## src/rtl/am2950.sv

```systemverilog
// Am2950-style bidirectional port: one word per direction (AB, BA) with full flags.
// Optional sticky overrun flag, built only when AM2950_OVR_EN is defined.
module am2950 #(
    parameter int WIDTH = 8
) (
    input  logic             clk,
    input  logic             clr_,
    input  logic [WIDTH-1:0] a_in,
    input  logic             a_wr,
    input  logic             a_rd,
    output logic [WIDTH-1:0] a_out,
    output logic             a_full,
    input  logic [WIDTH-1:0] b_in,
    input  logic             b_wr,
    input  logic             b_rd,
    output logic [WIDTH-1:0] b_out,
    input  logic             b_oe_,
    output logic             b_be,
    output logic             ab_full,
    output logic             ovr
);

    // Path 0 is A-to-B (written by A, read by B); path 1 is B-to-A.
    logic [WIDTH-1:0] din    [2];
    logic [WIDTH-1:0] data_q [2];
    logic             full_q [2];
    logic [1:0]       wr;
    logic [1:0]       rd;

    assign din[0] = a_in;
    assign din[1] = b_in;
    assign wr     = {b_wr, a_wr};
    assign rd     = {a_rd, b_rd};

    genvar gi;
    generate
        for (gi = 0; gi < 2; gi++) begin : g_path
            logic [WIDTH-1:0] data_reg;
            logic             full_reg;
            logic             accept;

            // A write lands when empty, or when the held word is consumed in the same cycle.
            assign accept = wr[gi] & (~full_reg | rd[gi]);

            always_ff @(posedge clk or negedge clr_) begin
                if (!clr_) begin
                    data_reg <= '0;
                    full_reg <= 1'b0;
                end else if (accept) begin
                    data_reg <= din[gi];
                    full_reg <= 1'b1;
                end else if (rd[gi]) begin
                    full_reg <= 1'b0;
                end
            end

            assign data_q[gi] = data_reg;
            assign full_q[gi] = full_reg;
        end
    endgenerate

    assign b_out   = data_q[0];
    assign ab_full = full_q[0];
    assign a_out   = data_q[1];
    assign a_full  = full_q[1];
    assign b_be    = ~b_oe_ & full_q[0];

`ifdef AM2950_OVR_EN
    logic ovr_reg;
    logic ovr_next;
    logic rej_ab;
    logic rej_ba;
    logic ovr_clr;

    assign rej_ab  = a_wr & full_q[0] & ~b_rd;
    assign rej_ba  = b_wr & full_q[1] & ~a_rd;
    // Double read-acknowledge on two empty registers is the software clear.
    assign ovr_clr = a_rd & b_rd & ~full_q[0] & ~full_q[1];

    always_comb begin
        ovr_next = ovr_reg;
        if (rej_ab | rej_ba) begin
            ovr_next = 1'b1;
        end else if (ovr_clr) begin
            ovr_next = 1'b0;
        end
    end

    always_ff @(posedge clk or negedge clr_) begin
        if (!clr_) begin
            ovr_reg <= 1'b0;
        end else begin
            ovr_reg <= ovr_next;
        end
    end

    assign ovr = ovr_reg;
`else
    assign ovr = 1'b0;
`endif

endmodule

```

## config.mk

```make
export PLATFORM = sky130hd
export DESIGN_NAME = am2950
export DESIGN_NICKNAME = d
export VERILOG_FILES = /design/src/rtl/am2950.sv
export SDC_FILE = /design/constraint.sdc
export NUM_CORES = 1
export LEC_CHECK = 0
export ABC_AREA = 0
export ABC_CLOCK_PERIOD_IN_PS = 1420
export BUFFER_PORTS_ARGS = -buffer_cell sky130_fd_sc_hd__buf_2
export CAP_MARGIN = 20
export CORE_MARGIN = 2
export CORE_UTILIZATION = 42
export CTS_CLUSTER_DIAMETER = 30
export DETAILED_ROUTE_END_ITERATION = 16
export GPL_ROUTABILITY_DRIVEN = 1
export PLACE_DENSITY_LB_ADDON = 0.05
export SYNTH_ARGS = -nofsm -noshare
export SYNTH_HDL_FRONTEND = slang
export SYNTH_SLANG_ARGS = --single-unit
```

## constraint.sdc

```tcl
create_clock -name clk -period 1.42 [get_ports clk]
set_clock_uncertainty 0.1 [all_clocks]
set_input_delay 0.355 -clock clk [delete_from_list [all_inputs] [get_ports clk]]
set_output_delay 0.355 -clock clk [all_outputs]
set_load 0.03 [all_outputs]
```

==> run metrics <==
status=finished, violations left; failing checks=setup timing; Synth Area in Compound Gates=0; placed cells=108; Setup WS post-layout=-0.0492 ps; syn_nets=between 60 and 70; max-cap violations=0; Clock transition at path regs=~100 ps; Power Density=1260 nW/um^2; Period minus WS final=1420 ps; sw frac=0.317; Crit Path Category=flip-flop to primary output; Ant. Diodes=0; share of power burned in registers=0.457; share of cells above drive strength 1=0.756; core area=approximately 1700 sq um; H-tree levels=1; most common cell after layout, fill and taps aside=buf_2; most frequent cells in the layout=buf_2 (39), dfrtp_1 (18), mux2_4 (16); largest family of logic cells by synthesized area=multiplexers; Die Height=around 47 um; Die X=46.9 um; antenna violations before repair=0; vias post-DR=503; DR DRC count=0; post-synthesis register bit count=18; WHS=192 ps; crit path max fanout=3; largest net degree at the start of global routing=19; number of port buffers=41; clock network power share=0.226; first-pass GRT wire length=2120 um; DRT Pass-1 Iters=3; Congestion Overflow GR=0; initial DRC count=2; Synth Area in Adders=0; final setup vio count=1; Arrival @ worst endpoint=970 ps; Final Hold Vio Count=0; CTS tree=done; DP Wirelength=1000 um; GRT Total Usage=0.139; Post-DRT Antenna Nets=0; final slew viol count=0; Die Area=2200 sq um; final wirelength=1380 um; Comb pwr share=0.318; Max rail drop VDD=671 uV; Critical Path RT=960 ps; period utilization=1.00; CP startpoint kind=flip-flop; crit end category=primary output; Post-Syn Area=773 sq um; Synth Instances=43; CTS max path bufs=2; vias in the first global route=just under 500; Ports=43; Synth cell types=8; RSZ-0062 raised after global routing=yes; Hold Crit Class=primary input to flip-flop; Syn. warnings=0; post-DR vias/cell=4.37; xor and xnor fraction of the mapped netlist area=0; Psw=0.433 mW; clk root buf=clkbuf_4; mux cell area share after synthesis=0.311; Area Growth Syn to Fin=40.1%; post-synthesis simple-gate area fraction=0.0922; Final Core Density=0.628; Starting Density=0.448; cts bufs inserted=3; dpl ws=118 ps; Avg Cell Area, Syn=18.0 sq um; Seq/Total Area, Yosys=0.583; GPL Wtd Cong=0.674; nets=114; fmax=slightly above 700 MHz; leakage power figure=0.599 nW; Int Pwr=0.932 mW; clk_lat worst skew=280 ps; Finished Cell Area=1080 sq um; clock sinks=18; row count=15; dpl cell area=1000 sq um; fin cells=115; WL per Instance=12.0 um; Fin Setup TNS=-0.0492 ps; Pwr Total=1.36 mW
-- repair_timing --
| action | 4_1_cts | 5_1_grt |
|---|---|---|
| setup endpoints to repair | 1 | 2 |
| gates cloned | 0 | 0 |
| pin swaps | 0 | 0 |
| gates resized for setup | 5 | 0 |
| hold buffers | 1 | 0 |
| setup buffers | 2 | 0 |
| hold endpoints to repair | 18 | 0 |
-- kinds of logic after synthesis --
logic type	after synthesis
buffers and inverters	1
multiplexers	16
other	1
flip-flops	18
AND/OR/NAND/NOR	7
-- Yosys cell counts --
cell type  number  area [sq um]
or2b_1          2          15.0
nor2b_1         1          6.26
nand2b_4        2          27.5
buf_4           1          7.51
mux2_4         16           240
conb_1          1          3.75
nand2_4         2          22.5
dfrtp_1        18           450
-- path summary, 6_finish.rpt --
| check | startpoint | endpoint | slack [ps] | cells past startpoint |
|---|---|---|---|---|
| min reg2reg | a_out[2] | a_out[2] | 420 | 1 |
| min | b_in[6] | a_out[6] | 190 | 2 |
| max reg2reg | ab_full | b_out[3] | 150 | 4 |
| max in group asynchronous | clr_ | b_out[0] | 510 | 2 |
| min in group asynchronous | clr_ | b_out[4] | 430 | 2 |
| max | ab_full | ab_full | -0.05 | 2 |
-- per-layer routing --
metal	track usage	share of wire	vias to the layer above
met5	0	0	-
met1	0.198	0.47	237
met2	0.208	0.44	25
met3	0.0346	0.084	2
li1	-	-	239
met4	0.0500	0.0051	0
-- power by group through the flow --
stage,Combinational [mW],Clock [mW],Sequential [mW]
floorplan,0.147,0,0.777
global placement,0.418,0,0.632
detailed placement,0.421,0,0.633
CTS,0.438,0.323,0.623
global route,0.463,0.340,0.633
finish,0.434,0.308,0.623
-- registers in the layout, summed over array words and instances (netlist names) --
name	flops
a_out	8
a_full	1
ab_full	1
b_out	8
-- critical path, cell delays in order (launching register included) --
cell     delay, ps
dfrtp_1        410
buf_4          140
buf_6          130
-- area by class of cell --
| class | instances | area [sq um] |
|---|---|---|
| fill | 150 | 643 |
| sequential | 18 | 450 |
| multi-input combinational | 24 | 323 |
| timing repair buffer | 44 | 243 |
| clock buffer | 4 | 36.3 |
| tap | 25 | 31.3 |
Power figures use the tool's default switching activity.
